$ cat config.mk
export PLATFORM = sky130hd
export DESIGN_NAME = video_overlay_key_bbox
export DESIGN_NICKNAME = d
export VERILOG_FILES = /design/src/rtl/video_overlay_key_bbox.sv
export SDC_FILE = /design/constraint.sdc
export NUM_CORES = 1
export LEC_CHECK = 0
export BUFFER_PORTS_ARGS = -buffer_cell sky130_fd_sc_hd__clkbuf_2
export CAP_MARGIN = 20
export CORE_ASPECT_RATIO = 1.4
export CORE_MARGIN = 3
export CORE_UTILIZATION = 45
export CTS_BUF_LIST = sky130_fd_sc_hd__clkbuf_8
export CTS_CLUSTER_SIZE = 24
export DETAILED_ROUTE_END_ITERATION = 10
export GPL_TIMING_DRIVEN = 1
export SYNTH_ARGS = -nofsm -noshare
export SYNTH_HDL_FRONTEND = slang
export SYNTH_SLANG_ARGS = --single-unit
$ cat constraint.sdc
create_clock -name clk -period 5.5 [get_ports clk]
set_input_delay 0.55 -clock clk [delete_from_list [all_inputs] [get_ports clk]]
set_output_delay 0.55 -clock clk [all_outputs]
set_load 0.02 [all_outputs]
$ cat src/rtl/video_overlay_key_bbox.sv
// Overlay key-colour tracker: per-frame bounding box and count of key pixels,
// returned to the host through a valid/ack result register set.
module video_overlay_key_bbox #(
    parameter logic [15:0] KEY_COLOR  = 16'h8745,
    parameter logic [15:0] MATCH_MASK = 16'hFFFF,
    parameter int unsigned X_W        = 11,
    parameter int unsigned Y_W        = 11,
    parameter int unsigned CNT_W      = 22
) (
    input  logic             clk,
    input  logic             rst,
    input  logic             pix_valid,
    input  logic             pix_sof,
    input  logic             pix_eol,
    input  logic             pix_eof,
    input  logic [15:0]      pix_data,
    input  logic             res_ack,
    output logic             res_valid,
    output logic             res_empty,
    output logic [X_W-1:0]   res_x_min,
    output logic [X_W-1:0]   res_x_max,
    output logic [Y_W-1:0]   res_y_min,
    output logic [Y_W-1:0]   res_y_max,
    output logic [CNT_W-1:0] res_count,
    output logic             res_overrun,
    output logic             frame_err
);

    localparam logic ST_IDLE   = 1'b0;
    localparam logic ST_ACTIVE = 1'b1;

    logic             state_q, state_d;
    logic [X_W-1:0]   x_q, x_d;
    logic [Y_W-1:0]   y_q, y_d;

    logic             found_q, found_d;
    logic [X_W-1:0]   xmin_q, xmin_d, xmax_q, xmax_d;
    logic [Y_W-1:0]   ymin_q, ymin_d, ymax_q, ymax_d;
    logic [CNT_W-1:0] cnt_q, cnt_d;

    logic             commit_q, commit_d;
    logic             frame_err_q, frame_err_d;

    logic             res_valid_q, res_valid_d;
    logic             res_empty_q, res_empty_d;
    logic             res_overrun_q, res_overrun_d;
    logic [X_W-1:0]   res_x_min_q, res_x_min_d, res_x_max_q, res_x_max_d;
    logic [Y_W-1:0]   res_y_min_q, res_y_min_d, res_y_max_q, res_y_max_d;
    logic [CNT_W-1:0] res_count_q, res_count_d;

    logic             take;
    logic             restart;
    logic             hit;
    logic [X_W-1:0]   px;
    logic [Y_W-1:0]   py;
    logic             b_found;
    logic [X_W-1:0]   b_xmin, b_xmax;
    logic [Y_W-1:0]   b_ymin, b_ymax;
    logic [CNT_W-1:0] b_cnt;

    // A sof pixel always restarts the frame, so the accumulator base is forced to
    // the cleared state for that pixel instead of using the running values.
    always_comb begin
        take    = pix_valid & (pix_sof | (state_q == ST_ACTIVE));
        restart = pix_valid & pix_sof;
        hit     = ((pix_data & MATCH_MASK) == (KEY_COLOR & MATCH_MASK));
        px      = restart ? '0 : x_q;
        py      = restart ? '0 : y_q;
        b_found = restart ? 1'b0 : found_q;
        b_xmin  = restart ? '0 : xmin_q;
        b_xmax  = restart ? '0 : xmax_q;
        b_ymin  = restart ? '0 : ymin_q;
        b_ymax  = restart ? '0 : ymax_q;
        b_cnt   = restart ? '0 : cnt_q;

        state_d     = state_q;
        x_d         = x_q;
        y_d         = y_q;
        found_d     = found_q;
        xmin_d      = xmin_q;
        xmax_d      = xmax_q;
        ymin_d      = ymin_q;
        ymax_d      = ymax_q;
        cnt_d       = cnt_q;
        commit_d    = 1'b0;
        frame_err_d = restart & (state_q == ST_ACTIVE);

        if (take) begin
            state_d = ST_ACTIVE;
            found_d = b_found | hit;
            xmin_d  = b_xmin;
            xmax_d  = b_xmax;
            ymin_d  = b_ymin;
            ymax_d  = b_ymax;
            cnt_d   = b_cnt;
            if (hit) begin
                if (!b_found) begin
                    xmin_d = px;
                    xmax_d = px;
                    ymin_d = py;
                    ymax_d = py;
                end else begin
                    if (px < b_xmin) xmin_d = px;
                    if (px > b_xmax) xmax_d = px;
                    if (py < b_ymin) ymin_d = py;
                    if (py > b_ymax) ymax_d = py;
                end
                cnt_d = (b_cnt == '1) ? b_cnt : b_cnt + CNT_W'(1);
            end

            if (pix_eol) begin
                x_d = '0;
                y_d = (py == '1) ? py : py + Y_W'(1);
            end else begin
                x_d = (px == '1) ? px : px + X_W'(1);
                y_d = py;
            end

            if (pix_eof) begin
                state_d  = ST_IDLE;
                x_d      = '0;
                y_d      = '0;
                commit_d = 1'b1;
            end
        end
    end

    // Commit takes the accumulators one edge after eof; an ack in the same cycle
    // retires the old result, so the new one is never flagged as an overrun.
    always_comb begin
        res_valid_d   = res_valid_q;
        res_overrun_d = res_overrun_q;
        res_empty_d   = res_empty_q;
        res_x_min_d   = res_x_min_q;
        res_x_max_d   = res_x_max_q;
        res_y_min_d   = res_y_min_q;
        res_y_max_d   = res_y_max_q;
        res_count_d   = res_count_q;

        if (res_ack && res_valid_q) begin
            res_valid_d   = 1'b0;
            res_overrun_d = 1'b0;
        end

        if (commit_q) begin
            res_valid_d = 1'b1;
            if (res_valid_q && !res_ack) res_overrun_d = 1'b1;
            res_empty_d = ~found_q;
            res_x_min_d = found_q ? xmin_q : '0;
            res_x_max_d = found_q ? xmax_q : '0;
            res_y_min_d = found_q ? ymin_q : '0;
            res_y_max_d = found_q ? ymax_q : '0;
            res_count_d = found_q ? cnt_q  : '0;
        end
    end

    always_ff @(posedge clk or posedge rst) begin
        if (rst) begin
            state_q       <= ST_IDLE;
            x_q           <= '0;
            y_q           <= '0;
            found_q       <= 1'b0;
            xmin_q        <= '0;
            xmax_q        <= '0;
            ymin_q        <= '0;
            ymax_q        <= '0;
            cnt_q         <= '0;
            commit_q      <= 1'b0;
            frame_err_q   <= 1'b0;
            res_valid_q   <= 1'b0;
            res_empty_q   <= 1'b0;
            res_overrun_q <= 1'b0;
            res_x_min_q   <= '0;
            res_x_max_q   <= '0;
            res_y_min_q   <= '0;
            res_y_max_q   <= '0;
            res_count_q   <= '0;
        end else begin
            state_q       <= state_d;
            x_q           <= x_d;
            y_q           <= y_d;
            found_q       <= found_d;
            xmin_q        <= xmin_d;
            xmax_q        <= xmax_d;
            ymin_q        <= ymin_d;
            ymax_q        <= ymax_d;
            cnt_q         <= cnt_d;
            commit_q      <= commit_d;
            frame_err_q   <= frame_err_d;
            res_valid_q   <= res_valid_d;
            res_empty_q   <= res_empty_d;
            res_overrun_q <= res_overrun_d;
            res_x_min_q   <= res_x_min_d;
            res_x_max_q   <= res_x_max_d;
            res_y_min_q   <= res_y_min_d;
            res_y_max_q   <= res_y_max_d;
            res_count_q   <= res_count_d;
        end
    end

    assign res_valid   = res_valid_q;
    assign res_empty   = res_empty_q;
    assign res_x_min   = res_x_min_q;
    assign res_x_max   = res_x_max_q;
    assign res_y_min   = res_y_min_q;
    assign res_y_max   = res_y_max_q;
    assign res_count   = res_count_q;
    assign res_overrun = res_overrun_q;
    assign frame_err   = frame_err_q;

endmodule

# [Word-level counts from Yosys, hierarchy flattened]
# Index checks and enable logic that the tools add are counted.
[totals] ff_bits=161 output_inout_bits=70
[op_classes] addsub=3 magnitude_cmp=4 n_eq_ne=4 muxes=41 bitwise_logic=6 reduce_logical=4
[op_table] op="11-bit two-way mux" count=28
[op_table] op="22-bit two-way mux" count=4
[op_table] op="11-bit by 1-bit adder with 11-bit output (second input constant)" count=2
[op_table] op="22-bit by 1-bit adder with 22-bit output (second input constant)" count=1
[op_table] op="11-bit equality test (second input constant)" count=2
[op_table] op="22-bit equality test (second input constant)" count=1
[op_table] op="11-bit greater-than comparator" count=2
[op_table] op="11-bit less-than comparator" count=2
[op_table] op="16-bit equality test (second input constant)" count=1
[op_table] op="1-bit two-way mux" count=9
[op_table] op="1-bit AND" count=3
[op_table] op="1-bit logical AND" count=2
[op_table] op="1-bit OR" count=2
[op_table] op="2-bit nonzero test" count=1
[op_table] op="1-bit zero test" count=1
[op_table] op="1-bit NOT" count=1

# [Logic depth before layout (Yosys ltp)]
[logic_depth] depth_word=6 ltp_mapped=15 mapped_depth_nobuf=10

# [Worst setup path after synthesis]
# Ideal clock, no wire load.
[synth_timing] kind="input port to flip-flop" start="input pix_sof" end="register ymax_q[0]" setup_ps=128 arrival_time_ps=3669 slack_ps=1703 stages=15 path_cell_list="buf_2 nand2_1 buf_2 buf_2 clkbuf_1 clkbuf_1 nand2_1 ha_1 nor2b_1 o21ai_0 a2111oi_0 o31ai_1 a21oi_1 buf_4 mux2_1"
[synth_via] elab_chain_cells=6
[synth_lines] element="from (decl)" line_no="13" text="input logic pix_sof,"
[synth_lines] element="1-bit AND" line_no="65" text="restart = pix_valid & pix_sof;"
[synth_lines] element="11-bit two-way mux, on equally long branches" line_no="68, 73"
[synth_lines] element="11-bit greater-than comparator" line_no="106" text="if (py > b_ymax) ymax_d = py;"
[synth_lines] element="11-bit two-way mux" line_no="106"
[synth_lines] element="11-bit two-way mux" line_no="97" text="if (!b_found) begin"
[synth_lines] element="11-bit two-way mux" line_no="96" text="if (hit) begin"
[synth_lines] element="to (signal assigned)" line_no="186" text="ymax_q <= ymax_d;"
[synth_lines] element="to (decl)" line_no="38" text="logic [Y_W-1:0] ymin_q, ymin_d, ymax_q, ymax_d;"
# Parallel ways exist; a longest one is shown, timed or not.
# A chain may end at the register's enable or synchronous reset.

# [Final worst setup path]
[layout_timing] start="input pix_valid" end="register ymax_q[8]"
[layout_via] elab_chain_cells=6
[layout_lines] element="from (decl)" line_no="12" text="input logic pix_valid,"
[layout_lines] element="1-bit AND" line_no="65"
[layout_lines] element="11-bit two-way mux, on equally long branches" line_no="68, 73"
[layout_lines] element="11-bit greater-than comparator" line_no="106"
[layout_lines] element="11-bit two-way mux" line_no="106"
[layout_lines] element="11-bit two-way mux" line_no="97"
[layout_lines] element="11-bit two-way mux" line_no="96"
# Parallel ways exist; a longest one is shown, timed or not.

==> impl_metrics.tcl <==
set metrics [dict create \
    grt_max_degree 112 \
    post_synth_inst_count 952 \
    p_sw_share_pct 24.5 \
    synth_fp_nets 1012 \
    vias 7056 \
    core_um2 18700 \
    hold_violations 0 \
    fin_worst_skew_ns 0.0146 \
    synth_common_cells "161 x dfrtp_1, 131 x nand2_1, 111 x o21ai_0" \
    rsz0062_at_grt "no" \
    worst-path-buf-inv 3 \
    h-tree-depth 4 \
    fmax_mhz 271 \
    powerDensity_nw_per_um2 243 \
    cp.depth 12 \
    dieWidth_um 123 \
    slowest_stage "nand2_2" \
    tns_ns 0 \
    yosys.area.top_type "dfrtp_1" \
    cts-root-buf "clkbuf_8" \
    io_pins 93 \
    synth_top_flop_cell "dfrtp_1" \
    synth-edff-count 0 \
    cts_inserted_buffers 17 \
    combPwrFrac_pct 5.4 \
    setup_viol 0 \
    synth_top_area_share_pct 47.0 \
    synth.most_common_cell "dfrtp_1" \
    path_cells "clkbuf_2 -> nand2_2 -> nand2_1 -> inv_1 -> ha_1 -> nor2b_1 -> o21ai_0 -> a2111oi_0 -> o31ai_1 -> a21oi_1 -> buf_4 -> mux2i_1" \
    maxCapViolations 0 \
    place_congestion 0.927 \
    final_util_pct 52.0 \
    ant_nets 0 \
    first_iter_violations 434 \
    grt_pass1_wl_mm 36.0 \
    yosys_warnings 0 \
    end_kind "register" \
    ff2ff_setup_slack_ns 2.57 \
    area_delta_synth_final_pct 13.3 \
    cts_resized 0 \
    firstDrtPassIters 5 \
    synthMuxAreaShare_pct 3.96 \
    nNetsFinal 1087 \
    tightest_slew_ns 0.989 \
    crit_arrival_ns 4.05 \
    drc 0 \
    timing.final.ws_setup_ns 1.81 \
    post_cts_buffers 0 \
    clock_power_share_pct 43.9 \
    synth_top_family_by_area "simple AND/OR/NAND/NOR gates" \
    antenna_cells 0 \
    critPathKind "in -> reg" \
    status "finished, final reports clean" \
    syn_area_um2 8570 \
    routed_wl_mm 21.8 \
    viasPerCell 5.50 \
    grt_remaining_overflow 0 \
    antenna_found_initial 0 \
    synth_area_leaders "dfrtp_1 47%, o21ai_0 6.5%, nand2_1 5.7%" \
    first_global_vias 7038 \
    cts_tree "built" \
    critPathMaxStageDelay_ns 0.55 \
    synth-xor-area-share_pct 2.56 \
    max_slew_margin_pct 34.0 \
    clk_pin_slew_ns 0.10 \
    port_buffers 92 \
    synth-simple-area-share_pct 19.2 \
    cts_max_path_buffers 2 \
    post-place-ws_ns 1.40 \
    rows 59 \
    syn_avg_cell_area_um2 9.00 \
    synth-seq-cells 161 \
    dieArea_um2 20800 \
    grt_usage_pct 21.7 \
    yosysUniqueCellTypes 69 \
    initial_core_util_pct 45.9 \
    period_share_pct 67.0 \
    ys_seq_area_share_pct 47.0 \
    hold_class "in -> async" \
    cp.required_ns 5.87 \
    synth_compound_area_share_pct 15.2 \
    wire_per_inst_um 17.0 \
    synth_fa_ha_area_share_pct 5.40 \
    die_h_um 169 \
    seq_power_share_pct 50.7 \
    peakVddDrop_uv 126 \
    cts.sinks 161 \
    path_delay_family "compound AO/OA/AOI/OAI gates" \
    ff2ff_path_depth 10 \
    drive_gt1_share_pct 15.0 \
    min_period_ns 3.69 \
    drv_slew 0 \
    p_leak_nw 4.51 \
    start_kind "input port" \
    dp_hpwl_mm 15.6 \
    hold_buffers 0 \
    switchingPower_w 0.000578 \
    p_int_w 0.00178 \
    async_flop_share_pct 100 \
    clock_latency_ns 0.46 \
    cp_max_fo 45 \
]
[logic make-up after synthesis]
logic type	Yosys count
fa+ha+maj	37
xor+xnor	25
buf+inv	148
mux	33
simple gates	331
compound gates	217
flops	161
[final cells by class]
type                    count  area, um^2
clock buffers              18         248
clock inverters            14         226
fillers                  1817        8960
inverters                 101         384
multi-input cells         643        3970
flip-flops and latches    161        4030
well taps                 244         305
repair buffers            103         543
[registers in the layout, summed over array words and instances (netlist names), named ones only]
register	flops
y_q	11
found_q	1
frame_err	1
xmax_q	11
xmin_q	11
commit_q	1
res_count	22
ymax_q	11
res_y_min	11
state_q	1
x_q	11
res_empty	1
cnt_q	22
res_x_min	11
res_x_max	11
res_valid	1
res_y_max	11
ymin_q	11
[path summary, 6_finish.rpt]
path / start / endpoint
max: pix_valid / ymax_q[8]
min: rst / xmin_q[0]
max reg2reg: y_q[1] / ymax_q[8]
min reg2reg: ymax_q[0] / res_y_max[0]
max in group asynchronous: rst / cnt_q[18]
min in group clk: res_ack / register
[power groups by stage]
stage	clock, W	combinational [W]	sequential, W
6_report	0.00104	0.000128	0.00120
5_1_grt	0.00112	0.000145	0.00120
4_1_cts	0.00106	0.000131	0.00120
3_5_place_dp	0	0.000131	0.00122
3_3_place_gp	0	0.000130	0.00122
2_1_floorplan	0	0.0000835	0.00122
[metrics by stage]
| step | cells | area, um^2 | power (W) | hold WS, ns |
|---|---|---|---|---|
| after global routing | 1284 | 9710 | 0.00246 | 0.271 |
| after global placement | 1252 | 9240 | 0.00135 | 0.487 |
| final | 1284 | 9710 | 0.00236 | 0.237 |
| after CTS | 1284 | 9710 | 0.00239 | 0.261 |
| after floorplan | 952 | 8570 | 0.00131 | 0.450 |
| after detailed placement | 1252 | 9240 | 0.00135 | 0.490 |
[placed cells by master, fill, tap and decap left out, types with 5 or more instances in the layout]
cell / count
nor3_1: 16
nand3_1: 76
o21ai_0: 111
mux2i_1: 29
ha_1: 37
a21oi_1: 38
and2_1: 11
clkbuf_8: 18
o211ai_1: 7
a21boi_0: 5
nand2b_1: 6
inv_1: 100
clkbuf_2: 92
nand2_1: 130
and3_1: 12
buf_4: 11
xor2_1: 7
a31oi_1: 9
nand4_1: 13
dfrtp_1: 159
o22ai_1: 6
or3_1: 5
nor2_1: 31
xnor2_1: 18
bufinv_16: 5
[layer usage]
metal	GRT usage, %	up-vias	part of all wire [%]
li1	-	3449	-
met1	28.8	3400	44
met2	36.1	185	49
met3	4.13	22	4.7
met4	6.48	0	1.7
met5	0	-	0
No activity file was read; power rests on OpenSTA's default activity.
